<file path="config.mk">
export PLATFORM = sky130hd
export DESIGN_NAME = riscv_alu_arbiter
export DESIGN_NICKNAME = d
export VERILOG_FILES = /design/src/rtl/riscv_alu_pkg.sv /design/src/rtl/riscv_alu_arb_grant.sv /design/src/rtl/riscv_alu_arbiter.sv
export SDC_FILE = /design/constraint.sdc
export NUM_CORES = 1
export LEC_CHECK = 0
export CAP_MARGIN = 20
export CORE_AREA = 2 2 108 110
export CTS_CLUSTER_DIAMETER = 40
export CTS_CLUSTER_SIZE = 20
export DETAILED_ROUTE_END_ITERATION = 8
export DIE_AREA = 0 0 110 112
export PLACE_DENSITY = 0.7
export SKIP_LAST_GASP = 1
export SLEW_MARGIN = 20
export SYNTH_ARGS = -nofsm -noshare
export SYNTH_HDL_FRONTEND = slang
export SYNTH_HIERARCHICAL = 1
export SYNTH_SLANG_ARGS = --single-unit
export TNS_END_PERCENT = 50
</file>
<file path="constraint.sdc">
create_clock -name clk_i -period 2.25 [get_ports clk_i]
set_input_delay 0.45 -clock clk_i [delete_from_list [all_inputs] [get_ports clk_i]]
set_output_delay 0.45 -clock clk_i [all_outputs]
set_load 0.02 [all_outputs]
</file>
<file path="src/rtl/riscv_alu_pkg.sv">
// Shared types and constants for the ALU arbiter.
// Optional feature macro: RISCV_ALU_ARB_RR_EN (round-robin arbitration).
package riscv_alu_pkg;

  localparam int ALU_OP_W   = 4;
  localparam int ALU_DATA_W = 32;

  // Requester index: 0 = integer execute stage, 1 = address/branch-compare sequencer
  typedef logic req_id_t;

  typedef enum logic {
    EMPTY = 1'b0,
    FULL  = 1'b1
  } res_state_t;

endpackage

</file>
<file path="src/rtl/riscv_alu_arb_grant.sv">
// Grant selection for the two ALU requesters, with grant lock while the
// result register cannot accept.
// Macro RISCV_ALU_ARB_RR_EN: round-robin on contention; otherwise requester 0 wins.
module riscv_alu_arb_grant
  import riscv_alu_pkg::*;
(
  input  logic    clk_i,
  input  logic    rst_i,
  input  logic    req0_valid_i,
  input  logic    req1_valid_i,
  input  logic    can_accept_i,
  input  logic    xfer_i,
  output req_id_t grant_id_o,
  output logic    grant_vld_o
);

  logic    r_lock_vld;
  req_id_t r_lock_id;
  req_id_t w_prio_id;

`ifdef RISCV_ALU_ARB_RR_EN
  req_id_t r_last;

  // Remember who was served last; reset to 1 so requester 0 wins first contention
  always_ff @(posedge clk_i or posedge rst_i) begin
    if (rst_i) begin
      r_last <= 1'b1;
    end else if (xfer_i) begin
      r_last <= grant_id_o;
    end
  end

  assign w_prio_id = ~r_last;
`else
  assign w_prio_id = 1'b0;
`endif

  // Grant: a lock pins the requester that was waiting on a full register
  always_comb begin
    grant_id_o  = 1'b0;
    grant_vld_o = req0_valid_i | req1_valid_i;
    if (r_lock_vld) begin
      grant_id_o  = r_lock_id;
      grant_vld_o = r_lock_id ? req1_valid_i : req0_valid_i;
    end else if (req0_valid_i && req1_valid_i) begin
      grant_id_o = w_prio_id;
    end else if (req1_valid_i) begin
      grant_id_o = 1'b1;
    end
  end

  // Lock a grant that could not transfer; release on its transfer
  always_ff @(posedge clk_i or posedge rst_i) begin
    if (rst_i) begin
      r_lock_vld <= 1'b0;
      r_lock_id  <= 1'b0;
    end else if (xfer_i) begin
      r_lock_vld <= 1'b0;
    end else if (grant_vld_o && !can_accept_i) begin
      r_lock_vld <= 1'b1;
      r_lock_id  <= grant_id_o;
    end
  end

endmodule

</file>
<file path="src/rtl/riscv_alu_arbiter.sv">
// Shares one ALU between the execute stage (req0) and the address/branch
// sequencer (req1). Operands are muxed combinationally to the ALU and the
// result is captured into a one-entry output register with valid/ready.
// Macro RISCV_ALU_ARB_RR_EN selects round-robin instead of fixed priority.
module riscv_alu_arbiter
  import riscv_alu_pkg::*;
#(
  parameter int DATA_W = ALU_DATA_W,
  parameter int OP_W   = ALU_OP_W
) (
  input  logic              clk_i,
  input  logic              rst_i,
  input  logic              req0_valid_i,
  input  logic [OP_W-1:0]   req0_op_i,
  input  logic [DATA_W-1:0] req0_a_i,
  input  logic [DATA_W-1:0] req0_b_i,
  output logic              req0_ready_o,
  input  logic              req1_valid_i,
  input  logic [OP_W-1:0]   req1_op_i,
  input  logic [DATA_W-1:0] req1_a_i,
  input  logic [DATA_W-1:0] req1_b_i,
  output logic              req1_ready_o,
  output logic [OP_W-1:0]   alu_op_o,
  output logic [DATA_W-1:0] alu_a_o,
  output logic [DATA_W-1:0] alu_b_o,
  input  logic [DATA_W-1:0] alu_p_i,
  output logic              res_valid_o,
  output logic              res_id_o,
  output logic [DATA_W-1:0] res_p_o,
  input  logic              res_ready_i
);

  res_state_t        r_state;
  res_state_t        w_state_nxt;
  req_id_t           r_res_id;
  logic [DATA_W-1:0] r_res_p;
  req_id_t           w_grant_id;
  logic              w_grant_vld;
  logic              w_can_accept;
  logic              w_xfer;

  assign w_can_accept = (r_state == EMPTY) || res_ready_i;
  assign w_xfer       = w_grant_vld && w_can_accept;

  riscv_alu_arb_grant u_grant (
    .clk_i        (clk_i),
    .rst_i        (rst_i),
    .req0_valid_i (req0_valid_i),
    .req1_valid_i (req1_valid_i),
    .can_accept_i (w_can_accept),
    .xfer_i       (w_xfer),
    .grant_id_o   (w_grant_id),
    .grant_vld_o  (w_grant_vld)
  );

  assign req0_ready_o = w_xfer && (w_grant_id == 1'b0);
  assign req1_ready_o = w_xfer && (w_grant_id == 1'b1);

  // Operand mux to the ALU; idle lines are held at zero
  always_comb begin
    alu_op_o = '0;
    alu_a_o  = '0;
    alu_b_o  = '0;
    if (w_grant_vld) begin
      if (w_grant_id == 1'b1) begin
        alu_op_o = req1_op_i;
        alu_a_o  = req1_a_i;
        alu_b_o  = req1_b_i;
      end else begin
        alu_op_o = req0_op_i;
        alu_a_o  = req0_a_i;
        alu_b_o  = req0_b_i;
      end
    end
  end

  // Output register state
  always_ff @(posedge clk_i or posedge rst_i) begin
    if (rst_i) begin
      r_state <= EMPTY;
    end else begin
      r_state <= w_state_nxt;
    end
  end

  // Next state: a request transfer always leaves the register full
  always_comb begin
    w_state_nxt = r_state;
    case (r_state)
      EMPTY: if (w_xfer) w_state_nxt = FULL;
      FULL: begin
        if (w_xfer) begin
          w_state_nxt = FULL;
        end else if (res_ready_i) begin
          w_state_nxt = EMPTY;
        end
      end
      default: w_state_nxt = EMPTY;
    endcase
  end

  // Capture the ALU result and issuing requester on each request transfer
  always_ff @(posedge clk_i or posedge rst_i) begin
    if (rst_i) begin
      r_res_p  <= '0;
      r_res_id <= 1'b0;
    end else if (w_xfer) begin
      r_res_p  <= alu_p_i;
      r_res_id <= w_grant_id;
    end
  end

  assign res_valid_o = (r_state == FULL);
  assign res_p_o     = r_res_p;
  assign res_id_o    = r_res_id;

endmodule

</file>
Yosys cells after proc, flatten, opt, wreduce, memory -nomap -nowiden --
Index checks and enable logic that the tools add are counted.
Operators by class: $add $sub $neg 0, multiply operators 0, divide/modulo/power cells 0, magnitude comparators 0, eq/ne operators 0, shifts and indexed selects 0, mux-type cells 17, bitwise operators 4, reductions and logical operators 9
Operators with widths (count):
- $mux W32 | 4
- $mux W1 | 10
- $mux W4 | 2
- $logic_and A1 B1 Y1 | 5
- $not A1 Y1 | 3
- $pmux W1 S2 | 1
- $reduce_and A2 Y1 | 1
- $reduce_bool A2 Y1 | 1
- $logic_not A1 Y1 | 1
- $logic_or A1 B1 Y1 | 1
- $or A1 B1 Y1 | 1
Word-level totals: flip-flop bits (word level) 36, bits in latches 0, bits in writable memories 0, ROM bits 0, output and inout bits 104, memories kept 0

Longest topological paths before layout --
depth after elaboration 6, depth in mapped cells 8, gate-level depth less buffers 6

Hierarchy --
The synthesis kept the hierarchy.
Modules (own cells, without submodules):
- riscv_alu_arbiter | instances 1, cells an instance 229, area each 2621.3 um2, seq. area each 850.8 um2
- riscv_alu_arb_grant | instances 1, cells an instance 14, area each 131.4 um2, seq. area each 50.0 um2

Worst setup path after synthesis --
Ideal clock, no wire load.
path kind input -> output, start point input req0_valid_i, end point output alu_a_o[0], data arrival time 1.455 ns, setup slack 0.345 ns, cell stages on the path 6, path buffers 2, path through nor2_1 -> a22o_2 -> buf_2 -> buf_4 -> mux2i_1 -> nor2b_1
Between the ends: cells in the longest elaborated chain, start to end 5, elaborated cells between the ends (all ways) 8, classes of those cells mux (6); bitwise (1); reduce/logical (1)
Ends and longest elaborated chain:
- from (decl) | RTL line riscv_alu_arbiter.sv:13 | input logic req0_valid_i,
- $logic_and A1 B1 Y1 | RTL line riscv_alu_arb_grant.sv:45 | end else if (req0_valid_i && req1_valid_i) begin
- $mux W1 | RTL line riscv_alu_arb_grant.sv:45
- $mux W1 | RTL line riscv_alu_arb_grant.sv:42 | if (r_lock_vld) begin
- via w_grant_id | RTL line riscv_alu_arbiter.sv:37 | req_id_t w_grant_id;
- $mux W32 | RTL line riscv_alu_arbiter.sv:65 | if (w_grant_id == 1'b1) begin
- $mux W32 | RTL line riscv_alu_arbiter.sv:64 | if (w_grant_vld) begin
- to (decl) | RTL line riscv_alu_arbiter.sv:24 | output logic [DATA_W-1:0] alu_a_o,
The timed path passes the listed nets, and every way through them passes these cells.

Worst setup path after layout --
start point register u_grant.r_lock_id, end point output alu_b_o[20]
Between the ends: cells in the longest elaborated chain, start to end 3, elaborated cells between the ends (all ways) 5, classes of those cells mux (5)
Ends and longest elaborated chain:
- from (decl) | RTL line riscv_alu_arb_grant.sv:18 | req_id_t r_lock_id;
- from (signal assigned) | RTL line riscv_alu_arb_grant.sv:61 | r_lock_id <= grant_id_o;
- $mux W1 | RTL line riscv_alu_arb_grant.sv:44 | grant_vld_o = r_lock_id ? req1_valid_i : req0_valid_i;
- $mux W1 | RTL line riscv_alu_arb_grant.sv:42
- via w_grant_vld | RTL line riscv_alu_arbiter.sv:38 | logic w_grant_vld;
- $mux W32 | RTL line riscv_alu_arbiter.sv:64
- to (decl) | RTL line riscv_alu_arbiter.sv:25 | output logic [DATA_W-1:0] alu_b_o,
The timed path passes the listed nets, and every way through them passes these cells.

==> impl_metrics.csv <==
group,metric,value,unit
worst_setup_path,crit_required,1800,ps
global_route,antenna_found_initial,1,
timing,final_max_slew_viol_count,0,
clocking,cts_made_buffers,5,
drt,drc,0,
floorplanning,die_h,112,um
drt,drt_iter0_drc,121,
drt,drtPass1Iterations,4,
worst_setup_path,endpoint_kind,"primary output",
timing,finalSetupTns,-243,ps
global_route,grt_pass1_vias,3057,
placed_design,place_congestion,0.908,
logic_synthesis,avgSynthCellArea,11.3,um^2
worst_setup_path,ff2ff_setup_slack,180,ps
pwr,pwr_density_cell,883,mW/mm^2
logic_synthesis,async_reset_ff_share,100,%
timing,worst_pin_slew,432,ps
timing,min_period,2290,ps
drt,ant_nets,0,
pwr,ir_drop,0.533,mV
worst_setup_path,arrival,1840,ps
timing,setup_viol,12,
logic_synthesis,synth_seq_area_share,32.7,%
outcome,status,"finished, violations left",
logic_synthesis,synth_top_area_share,32.7,%
logic_synthesis,synth_adder_area_share,0,%
logic_synthesis,synth_flop_cell,"dfrtp_1",
placed_design,dp_slack,-683,ps
logic_synthesis,yosys-top-cells-area,"dfrtp_1 (33%), mux2i_1 (25%), nor2b_1 (15%)",
final_layout,final_layout_size_suffix_gt1_share,26.9,%
logic_synthesis,synth_commonest_cells,"mux2i_1 (69), nor2b_1 (68), dfrtp_1 (36)",
logic_synthesis,synth_xor_area_share,0,%
placed_design,dp_hpwl,9220,um
global_route,grt_pass1_wl,16800,um
drt,vias,2950,
logic_synthesis,yosys.cell_types.count,23,
floorplanning,rows,39,
clocking,clk_pin_slew_worst_paths,50,ps
final_layout,layout.nets,707,
logic_synthesis,synth_seq_cells,36,
placed_design,port_buffers,276,
drt,vias_per_cell,4.34,
logic_synthesis,synth_compound_area_share,1.59,%
clocking,cts_max_level,2,
clocking,clockBufferDepth,2,
pwr,p_leak,0.00260,uW
flow_run,max_cap_viol_count,0,
global_route,grt_overflow,0,
floorplanning,die_x,110,um
timing,finClkSkew,6.64,ps
clocking,clock-sinks,36,
drt,routedWlPerCell,17.4,um
logic_synthesis,yosys.area_share.simple,18.3,%
global_route,grtUsageTotal,17.8,%
logic_synthesis,synth.most_common_cell,"mux2i_1",
timing,relSlewSlack,71.2,%
logic_synthesis,muxShareOfSynthArea,41.9,%
logic_synthesis,synth_top_family_by_area,"multiplexers",
floorplanning,design.core.area,0.0112,mm^2
timing,finalHoldViolations,0,
logic_synthesis,synth_area,0.00275,mm^2
worst_setup_path,cp_max_fo,19,
floorplanning,ios,277,
clocking,root_buffer,"clkbuf_16",
clocking,cts_tree,"yes",
logic_synthesis,synth_nets,416,
timing,rsz0062_at_grt,"true",
worst_setup_path,worstSetupStartpointType,"register",
clocking,insertion_delay,270,ps
floorplanning,dieArea,0.0123,mm^2
final_layout,area_delta_synth_final,116,%
drt,wl,11800,um
worst_setup_path,critPathKind,"reg -> out",
worst_hold_path,hold_class,"in -> async",
global_route,grt_max_degree,35,
logic_synthesis,syn_inst,243,
outcome,violations,"setup timing",
floorplanning,start_util,24.6,%
timing,fmax,0.437,GHz
logic_synthesis,yosys_warnings,6,
logic_synthesis,synth-edff-count,0,
timing,worst_slack,-40.2,ps
timing,period_share,102,%
logic_synthesis,synth_top_area_cell,"dfrtp_1",
[routing by layer]
metal	vias to the layer above	GRT usage, %	share of wire [%]
li1	1418	-	-
met1	1367	20.8	38
met2	147	31.7	50
met3	18	4.10	9.0
met4	0	5.40	2.7
met5	-	0	0
[area by class of cell]
cell class / instances / area, um^2
Fill cell: 1024 / 5220
Multi-Input combinational cell: 185 / 1790
Sequential cell: 36 / 903
Tap cell: 143 / 179
Timing Repair Buffer: 302 / 2920
Inverter: 4 / 15.0
Clock buffer: 5 / 125
Antenna cell: 1 / 2.50
Clock inverter: 3 / 18.8
[path summary, 6_finish.rpt]
path                                   start                 end  cells after the start
min                                    rst_i  u_grant/r_lock_vld                      2
min in group clk_i                  res_id_o            res_id_o                      1
max in group asynchronous              rst_i         res_p_o[12]                      3
min reg2reg                         res_id_o            res_id_o                      1
max reg2reg                u_grant/r_lock_id   u_grant/r_lock_id                      9
max                        u_grant/r_lock_id         alu_b_o[20]                      6
[worst max-delay path, stage by stage, from the launching register on]
cell,delay [ps]
dfrtp_2,450
mux2i_2,180
a21oi_4,180
buf_12,130
buf_12,130
nor2b_1,130
dlygate4sd2_1,360
[cells in the final DEF (no fill, tap or decap), types with 3 or more instances in the layout]
master / instances
clkdlybuf4s50_1: 204
nor2b_1: 67
mux2i_1: 64
dfrtp_1: 34
buf_2: 30
mux2_4: 27
clkbuf_2: 20
buf_4: 16
buf_12: 8
clkbuf_16: 7
clkdlybuf4s15_2: 7
clkdlybuf4s15_1: 6
mux2_2: 5
inv_1: 4
buf_16: 4
mux2i_4: 3
dlygate4sd2_1: 3
[logic make-up after synthesis]
kind of cell,after synthesis
mux,101
simple gates,77
flops,36
buf+inv,23
compound gates,6
[flip-flops by register name (all words and copies together) (netlist names)]
name	cells
res_valid_o	1
u_grant/r_lock_vld	1
res_id_o	1
res_p_o	32
u_grant/r_lock_id	1
[report_power, final]
part / switching, uW / internal (uW)
Combinational: 1650 / 1940
Clock: 256 / 407
Sequential: 142 / 862
Total: 2050 / 3210
[per-stage QoR]
| step | utilization [%] | std cells | hold WS (ps) | cell area [um^2] | power [uW] |
|---|---|---|---|---|---|
| 2_1_floorplan | - | 243 | 191 | 2750 | 2860 |
| 3_3_place_gp | 51.3 | 656 | 457 | 5740 | 4420 |
| 4_1_cts | 53.8 | 674 | 369 | 6020 | 5250 |
| 5_1_grt | 53.3 | 679 | 378 | 5950 | 5530 |
| 6_report | 53.3 | 679 | 371 | 5950 | 5260 |
| 3_5_place_dp | 51.3 | 656 | 471 | 5740 | 4470 |
[what timing repair did]
item / CTS / global route
pin swaps: 2 / 2
hold buffers: 0 / 0
buffers inserted: 6 / 1
gates cloned: 4 / 3
endpoints found under the setup margin: 103 / 71
resized for setup: 197 / 76
Power figures use the tool's default switching activity.
